**config.mk**
```make
export PLATFORM = sky130hd
export DESIGN_NAME = patch_fetch_unit
export DESIGN_NICKNAME = d
export VERILOG_FILES = /design/src/rtl/cnn_pkg.sv /design/src/rtl/patch_addr_gen.sv /design/src/rtl/patch_fetch_unit.sv
export SDC_FILE = /design/constraint.sdc
export NUM_CORES = 1
export LEC_CHECK = 0
export CORE_ASPECT_RATIO = 0.75
export CORE_UTILIZATION = 50
export DETAILED_ROUTE_END_ITERATION = 7
export HOLD_SLACK_MARGIN = 0.02
export PLACE_DENSITY = 0.76
export SLEW_MARGIN = 5
export SYNTH_ARGS = -nofsm -noshare
export SYNTH_HDL_FRONTEND = slang
export SYNTH_HIERARCHICAL = 1
export SYNTH_SLANG_ARGS = --single-unit
```
**constraint.sdc**
```tcl
create_clock -name clk -period 22.6 [get_ports clk]
set_input_delay 3.39 -clock clk [delete_from_list [all_inputs] [get_ports clk]]
set_output_delay 3.39 -clock clk [all_outputs]
set_load 0.02 [all_outputs]
```
**src/rtl/cnn_pkg.sv**
```systemverilog
// Shared defaults and FSM state type for the CNN patch fetch datapath.
package cnn_pkg;

    localparam int unsigned IMG_W_DEF  = 28;
    localparam int unsigned IMG_H_DEF  = 28;
    localparam int unsigned K_DEF      = 3;
    localparam int unsigned DATA_W_DEF = 8;
    localparam int unsigned ADDR_W_DEF = 10;

    typedef enum logic [1:0] {
        StIdle,
        StFetch,
        StDrain,
        StHold
    } pfu_state_e;

endpackage

```
**src/rtl/patch_addr_gen.sv**
```systemverilog
// Maps a linear tap index plus latched centre to an image address and bounds flag.
module patch_addr_gen
    import cnn_pkg::*;
#(
    parameter int unsigned IMG_W  = IMG_W_DEF,
    parameter int unsigned IMG_H  = IMG_H_DEF,
    parameter int unsigned K      = K_DEF,
    parameter int unsigned ADDR_W = ADDR_W_DEF,
    parameter int unsigned TW     = $clog2(K * K + 1)
) (
    input  logic [TW-1:0]             tap,
    input  logic [$clog2(IMG_W)-1:0]  cx,
    input  logic [$clog2(IMG_H)-1:0]  cy,
    output logic [ADDR_W-1:0]         addr,
    output logic                      in_bounds,
    output logic                      last_tap
);

    localparam int Half = int'(K / 2);

    int row;
    int col;
    int x;
    int y;

    // Signed coordinates so taps left of / above the image compare as negative.
    always_comb begin
        row       = int'(tap) / int'(K);
        col       = int'(tap) % int'(K);
        x         = int'(cx) + col - Half;
        y         = int'(cy) + row - Half;
        in_bounds = (x >= 0) && (x < int'(IMG_W)) && (y >= 0) && (y < int'(IMG_H));
        addr      = '0;
        if (in_bounds) begin
            addr = ADDR_W'(y * int'(IMG_W) + x);
        end
    end

    assign last_tap = (int'(tap) == int'(K * K) - 1);

endmodule

```
**src/rtl/patch_fetch_unit.sv**
```systemverilog
// Fetches a KxK pixel patch around a centre from a 1-cycle-latency memory.
module patch_fetch_unit
    import cnn_pkg::*;
#(
    parameter int unsigned IMG_W  = IMG_W_DEF,
    parameter int unsigned IMG_H  = IMG_H_DEF,
    parameter int unsigned K      = K_DEF,
    parameter int unsigned DATA_W = DATA_W_DEF,
    parameter int unsigned ADDR_W = ADDR_W_DEF,
    parameter int unsigned PAD_EN = 1
) (
    input  logic                       clk,
    input  logic                       rst,
    input  logic                       start,
    input  logic [$clog2(IMG_W)-1:0]   cx,
    input  logic [$clog2(IMG_H)-1:0]   cy,
    output logic                       mem_rd_en,
    output logic [ADDR_W-1:0]          mem_addr,
    input  logic [DATA_W-1:0]          mem_rdata,
    output logic [K*K*DATA_W-1:0]      patch,
    output logic                       out_valid,
    input  logic                       out_ready,
    output logic                       busy,
    output logic                       err
);

    localparam int unsigned KK   = K * K;
    localparam int unsigned TW   = $clog2(KK + 1);
    localparam int          Half = int'(K / 2);

    pfu_state_e                 state_q, state_d;
    logic [TW-1:0]              tap_q, tap_d;
    logic [$clog2(IMG_W)-1:0]   cx_q, cx_d;
    logic [$clog2(IMG_H)-1:0]   cy_q, cy_d;
    logic [KK*DATA_W-1:0]       patch_q, patch_d;
    logic [TW-1:0]              cap_idx_q, cap_idx_d;
    logic                       cap_en_q, cap_en_d;
    logic                       cap_inb_q, cap_inb_d;
    logic                       err_q, err_d;

    logic [ADDR_W-1:0]          gen_addr;
    logic                       gen_in_bounds;
    logic                       gen_last_tap;
    logic                       reject;

    patch_addr_gen #(
        .IMG_W  (IMG_W),
        .IMG_H  (IMG_H),
        .K      (K),
        .ADDR_W (ADDR_W),
        .TW     (TW)
    ) u_addr_gen (
        .tap       (tap_q),
        .cx        (cx_q),
        .cy        (cy_q),
        .addr      (gen_addr),
        .in_bounds (gen_in_bounds),
        .last_tap  (gen_last_tap)
    );

    always_comb begin
        reject = 1'b0;
        if (PAD_EN == 0) begin
            reject = (int'(cx) < Half) || (int'(cx) > int'(IMG_W) - 1 - Half) ||
                     (int'(cy) < Half) || (int'(cy) > int'(IMG_H) - 1 - Half);
        end
    end

    always_comb begin
        state_d   = state_q;
        tap_d     = tap_q;
        cx_d      = cx_q;
        cy_d      = cy_q;
        patch_d   = patch_q;
        cap_en_d  = 1'b0;
        cap_idx_d = tap_q;
        cap_inb_d = gen_in_bounds;
        err_d     = 1'b0;

        // Read data arrives one cycle after its tap issued; padded taps land as zero.
        if (cap_en_q) begin
            patch_d[cap_idx_q * DATA_W +: DATA_W] = cap_inb_q ? mem_rdata : '0;
        end

        unique case (state_q)
            StIdle: begin
                if (start) begin
                    if (reject) begin
                        err_d = 1'b1;
                    end else begin
                        state_d = StFetch;
                        tap_d   = '0;
                        cx_d    = cx;
                        cy_d    = cy;
                        patch_d = '0;
                    end
                end
            end
            StFetch: begin
                cap_en_d = 1'b1;
                if (gen_last_tap) begin
                    state_d = StDrain;
                    tap_d   = '0;
                end else begin
                    tap_d = tap_q + 1'b1;
                end
            end
            StDrain: state_d = StHold;
            StHold: begin
                if (out_ready) begin
                    state_d = StIdle;
                end
            end
            default: state_d = StIdle;
        endcase
    end

    always_ff @(posedge clk or negedge rst) begin
        if (!rst) begin
            state_q   <= StIdle;
            tap_q     <= '0;
            cx_q      <= '0;
            cy_q      <= '0;
            patch_q   <= '0;
            cap_idx_q <= '0;
            cap_en_q  <= 1'b0;
            cap_inb_q <= 1'b0;
            err_q     <= 1'b0;
        end else begin
            state_q   <= state_d;
            tap_q     <= tap_d;
            cx_q      <= cx_d;
            cy_q      <= cy_d;
            patch_q   <= patch_d;
            cap_idx_q <= cap_idx_d;
            cap_en_q  <= cap_en_d;
            cap_inb_q <= cap_inb_d;
            err_q     <= err_d;
        end
    end

    assign mem_rd_en = (state_q == StFetch) && gen_in_bounds;
    assign mem_addr  = mem_rd_en ? gen_addr : '0;
    assign patch     = patch_q;
    assign out_valid = (state_q == StHold);
    assign busy      = (state_q != StIdle);
    assign err       = err_q;

endmodule

```
## Word-level counts from Yosys, hierarchy flattened

Cells that the tools add are included.
W data, S select, Z words.

| operators by class | value |
|---|---|
| $add $sub $neg | 7 |
| multiply operators | 1 |
| div/mod/pow operators | 2 |
| order comparisons | 4 |
| equality and inequality tests | 7 |
| shifts and indexed selects | 2 |
| multiplexer cells | 15 |
| reduce and logical (&&, ||, !) cells | 10 |

Operators with widths:

| operator | number |
|---|---|
| $mux W72 | 3 |
| $bwmux W72 | 1 |
| $shift A8 B34 Y72 const A | 1 |
| $shiftx A8 B34 Y72 | 1 |
| $add A6 B32 Y32 | 2 |
| $ge A32 B1 Y1 const B | 2 |
| $lt A32 B6 Y1 const B | 2 |
| $sub A32 B2 Y32 const B | 2 |
| $neg A7 Y34 | 1 |
| $div A5 B3 Y32 const B | 1 |
| $mod A5 B3 Y32 const B | 1 |
| $mul A32 B4 Y8 const B | 1 |
| $mux W10 | 2 |
| $add A10 B10 Y10 | 1 |
| $mux W4 | 2 |
| $mux W8 | 1 |
| $pmux W2 S4 | 1 |
| $pmux W4 S2 | 1 |
| $mux W2 | 3 |
| $add A4 B1 Y4 const B | 1 |
| $eq A2 B2 Y1 const B | 2 |
| $eq A4 B4 Y1 const B | 1 |
| $logic_and A1 B1 Y1 | 4 |
| $ne A2 B2 Y1 const B | 2 |
| other kinds (7) | 9 |

| storage, ports and cells | value |
|---|---|
| register bits | 94 |
| input bits | 22 |

## Depth between registers and ports, before layout

| logic depth | value |
|---|---|
| depth in word-level cells | 9 |
| mapped depth | 30 |

## Hierarchy

The synthesis kept the hierarchy.

By module, submodules not included:

| module | instances | cells an instance | area each (um2) | seq. area each (um2) |
|---|---|---|---|---|
| patch_fetch_unit | 1 | 424 | 4285.4 | 2352.3 |
| patch_addr_gen | 1 | 548 | 3933.8 | 0.0 |

## Worst setup path after synthesis

OpenSTA, ideal clock, no wires.

| timing | value |
|---|---|
| path type | flip-flop to output port |
| from | reg tap_q[3], in the netlist cap_idx_d[3] |
| to | out mem_addr[9] |
| data arrival time | 6.211 ns |
| required time | 19.210 ns |
| setup slack | 12.999 ns |
| cell stages (with the launch flop) | 28 |
| buffers on the path | 2 |
| cells stage by stage | dfrtp_1 -> buf_6 -> nor2b_1 -> ha_1 -> a21boi_2 -> or3_4 -> buf_6 -> a21oi_1 -> ha_1 -> nor3_2 -> ha_1 -> inv_1 -> ha_1 -> fa_1 -> ha_1 -> fa_1 -> inv_1 -> fa_1 -> xnor2_1 -> ha_1 -> nand2_1 -> o21ai_0 -> o21ai_0 -> nand2b_1 -> a21oi_1 -> xnor2_1 -> and4_2 -> and3_1 |

| between the ends | value |
|---|---|
| longest elaborated chain between the ends | 9 |

Ends and longest elaborated chain:

| item | RTL line | text |
|---|---|---|
| start, declared | patch_fetch_unit.sv:32 | `logic [TW-1:0] tap_q, tap_d;` |
| start signal, assigned | patch_fetch_unit.sv:131 | `tap_q <= tap_d;` |
| parallel branches: the longest is 7 deep, another holds $div A5 B3 Y32 | - |  |
| $mux W10 * | patch_addr_gen.sv:34 | `if (in_bounds) begin` |
| net gen_addr[9] | patch_fetch_unit.sv:41 | `logic [ADDR_W-1:0] gen_addr;` |
| $mux W10 * | patch_fetch_unit.sv:143 | `assign mem_addr = mem_rd_en ? gen_addr : '0;` |
| end, declared | patch_fetch_unit.sv:18 | `output logic [ADDR_W-1:0] mem_addr,` |

Mark *: on every way through the listed nets, which the timed path passes.

## Worst setup path in the final report

| timing | value |
|---|---|
| from | reg tap_q[3], in the netlist cap_idx_d[3] |
| to | out mem_addr[8] |

| between the ends | value |
|---|---|
| longest elaborated chain between the ends | 9 |

Ends and longest elaborated chain:

| item | RTL line | text |
|---|---|---|
| $mod A5 B3 Y32 | patch_addr_gen.sv:29 | `col = int'(tap) % int'(K);` |
| $add A6 B32 Y32 | patch_addr_gen.sv:30 | `x = int'(cx) + col - Half;` |
| $sub A32 B2 Y32 | patch_addr_gen.sv:30 |  |
| $ge A32 B1 Y1 or $lt A32 B6 Y1 (tied branches) | patch_addr_gen.sv:32 | `in_bounds = (x >= 0) && (x < int'(IMG_W)) && (y >= 0) && (y < int'(IMG_H));` |
| $logic_and A1 B1 Y1 (2 in a row) | patch_addr_gen.sv:32 |  |
| $logic_and A1 B1 Y1 * | patch_addr_gen.sv:32 |  |
| net cap_inb_d | patch_fetch_unit.sv:38 | `logic cap_inb_q, cap_inb_d;` |
| $mux W10 or $logic_and A1 B1 Y1 (tied branches) | patch_addr_gen.sv:34, patch_fetch_unit.sv:142 |  |
| $mux W10 * | patch_fetch_unit.sv:143 |  |

The timed path passes the listed nets; every way through them passes the cells marked *.

==> results.md <==
* Max Root-Sink Buffers at 2
* Final Max Tran Viols at 0
* Syn_nets at 1,076
* Largest net degree at the start of global routing at 61
* CTS tree: done
* Diodes inserted at 0
* Commonest cells in the netlist: 114 x nand2_1, 94 x dfrtp_1, 88 x inv_1
* Worst-path clk slew at 0.06 ns
* FF-to-FF setup slack at 15.46 ns
* Vias in the first global route at 6,787
* Max Clk Rate at 0.0863 GHz
* Final Cycle Share at 0.513
* Syn Std Cell Area at approximately 8000 µm²
* Yosys top cell area share at 0.286
* Max transition margin at 0.182
* Layout area overhead at 17.1%
* Synth Register Bits at 94
* Nets at 1,152
* # placed instances at 1,247
* Final hold vios at 0
* First-pass GRT wire length at 36,000 µm
* Port Buf Inserts at 106
* Post-layout util at 0.599
* Post-synth EDFFs at 0
* Crit path launch: cap_idx_d[3]
* Initial drt markers at 653
* End point of the critical path: mem_addr[8]
* Maxcap violations at 0
* Reg2reg start: cap_idx_d[3]
* Arrival time worst endpoint at approximately 8.2 ns
* CTS Hold Bufs at 0
* Initial core utilization at 0.512
* DP HPWL at ~18,000 µm
* Post-synth ARST share at 1.00
* Worst setup EP type: output port
* Synth Area per Inst at 8.46 µm²
* Clk sinks at 94
* I/O pin count at approximately 110
* Slowest stage cell on the critical path: nor4_2
* Antenna violations before repair at 0
* Min Tclk post-route at between 10 and 15 ns
* Final setup margin at 11.02 ns
* Vias at 7,589
* DR WL/cell at between 15 and 20 µm
* Cell breakdown of the critical path: nor2b_1 > ha_1 > a21boi_2 > or3_4 > a21oi_1 > ha_1 > nor3_2 > mux2i_1 > ha_1 > inv_1 > ha_1 > inv_1 > fa_1 > nor2b_1 > o31ai_4 > a211oi_2 > o21ai_0 > a2111oi_2 > nand4_1 > nor4_2 > and3_2 > and3_1 > clkdlybuf4s50_1
* Worst hold path type: reg2reg
* Crit path top cell by count: ha_1
* Hold path start: cx_q[1]
* Hold Path Depth at 2
* Post_cts resized at 0
* Fin cells at 1,262
* Vias per cell at between 6 and 7
* CP max stage delay at 0.75 ns
* Synth Flop Type: dfrtp_1
* Placer Congestion at 0.977
* # Post-CTS Setup Buffers at 0
* Die width at about 150 µm
* Setup TNS at 0 ns
* Yosys warnings at 6
* Total core area at 16,100 µm²
* Pre-CTS WS at 11.52 ns
* Fraction of layout instances using a drive strength above 1 at 0.0741
* Worst EP required at 19.21 ns
* CTS buffer count at 9
* Cell taking the most area after synthesis: dfrtp_1
* Die area at 17,000 µm²
* Gr usage total at 0.272
* Row count at 40
* Skew final at 0.00855 ns
* Library cells used by synthesis at 91
* Crit Path Category: reg2out
* GRT overflow at 0
* RSZ-0062 raised after global routing: no
* Drt drc at 0
* Most frequent cell after synthesis: nand2_1
* CP Launch Type: register
* Clock tree root driver cell: clkbuf_16
* Cells after Synth at 972
* Largest cells by area after synthesis: dfrtp_1 29%, ha_1 11%, nand2_1 5.2%, inv_1 4.0%, mux2i_1 3.8%
* Clock latency on the worst-skew pair at 0.35 ns
* Reg2Reg Depth at 21
* Number of H-tree levels at 3
* Critical Path Fanout Max at 15
* Setup Viol. Count Final at 0
* Status: finished, final reports clean
* Sequential area share after synthesis at 0.286
* Actual slew at the worst max-slew pin at 1.22 ns
* Reg-to-Reg End: cap_inb_q
* Drt total wl at approximately 23,000 µm
* Chip height at 113 µm
* Post-DRT Antenna Nets at 0
* FILL cells at ~1,400
* First-pass iteration count of the detailed router at 5
-- cells by family after synthesis --
family | synth area share
buf+inv | 0.0735
flops | 0.286
mux | 0.0446
other cells | 0.000456
compound gates | 0.193
xor+xnor | 0.0361
fa+ha+maj | 0.132
simple gates | 0.234
-- cells in the final DEF (no fill, tap or decap), types with 12 or more instances in the layout --
cell type and n:
nor3_1 14, nand2_1 113, clkdlybuf4s50_1 105, o211ai_1 13, nand2b_1 17, inv_1 88
o21ai_0 37, and3_1 20, ha_1 74, a21oi_1 50, nor2_1 57, nand3_1 59
o31ai_1 23, xor2_1 12, dfrtp_1 94, mux2i_1 31, xnor2_1 20
-- registers in the layout, summed over array words and instances, names as in the netlist --
signal,count
cx_q,5
cap_en_q,1
state_q,2
patch,72
cap_idx_d,4
cap_inb_q,1
cy_q,5
cap_idx_q,4
-- layout make-up --
cell class,count,area (µm²),share of cell area
clock inverter,6,72.6,0.00754
sequential,94,2350,0.244
inverter,88,330,0.0343
tap,210,263,0.0273
multi-input combinational,743,5280,0.548
timing repair buffer,112,1100,0.115
clock buffer,9,225,0.0234
-- layer usage --
metal  wire length (µm)  track usage
met5                  0            0
met4                215       0.0384
met3               2030       0.0492
met2               9280        0.379
met1              11200        0.437
-- through the flow --
stage	cell area [µm²]	hold WS [ns]
after floorplan	8220	0.446
after global placement	9330	0.459
after detailed placement	9330	0.464
after CTS	9620	0.480
after global routing	9620	0.495
final	9620	0.473
-- worst max-delay path, delay by kind of cell, from the launching register on --
| kind | cells | cell delay, ns |
|---|---|---|
| AOI/OAI and AO/OA | 6 | 1.86 |
| adders and majority gates | 5 | 1.48 |
| buffers and inverters | 3 | 0.72 |
| DFF | 1 | 0.54 |
| muxes | 1 | 0.35 |
| and+or+nand+nor | 8 | 2.89 |
-- worst min-delay path by stage --
stage | to
final | cx_q[1]
after global placement | cy_q[1]
after global routing | cx_q[1]
after detailed placement | cx_q[1]
after floorplan | cx_q[0]
after CTS | cx_q[1]
Power is not shown: default switching activity piles up to over one toggle a cycle in this logic, so the estimate is an artifact.
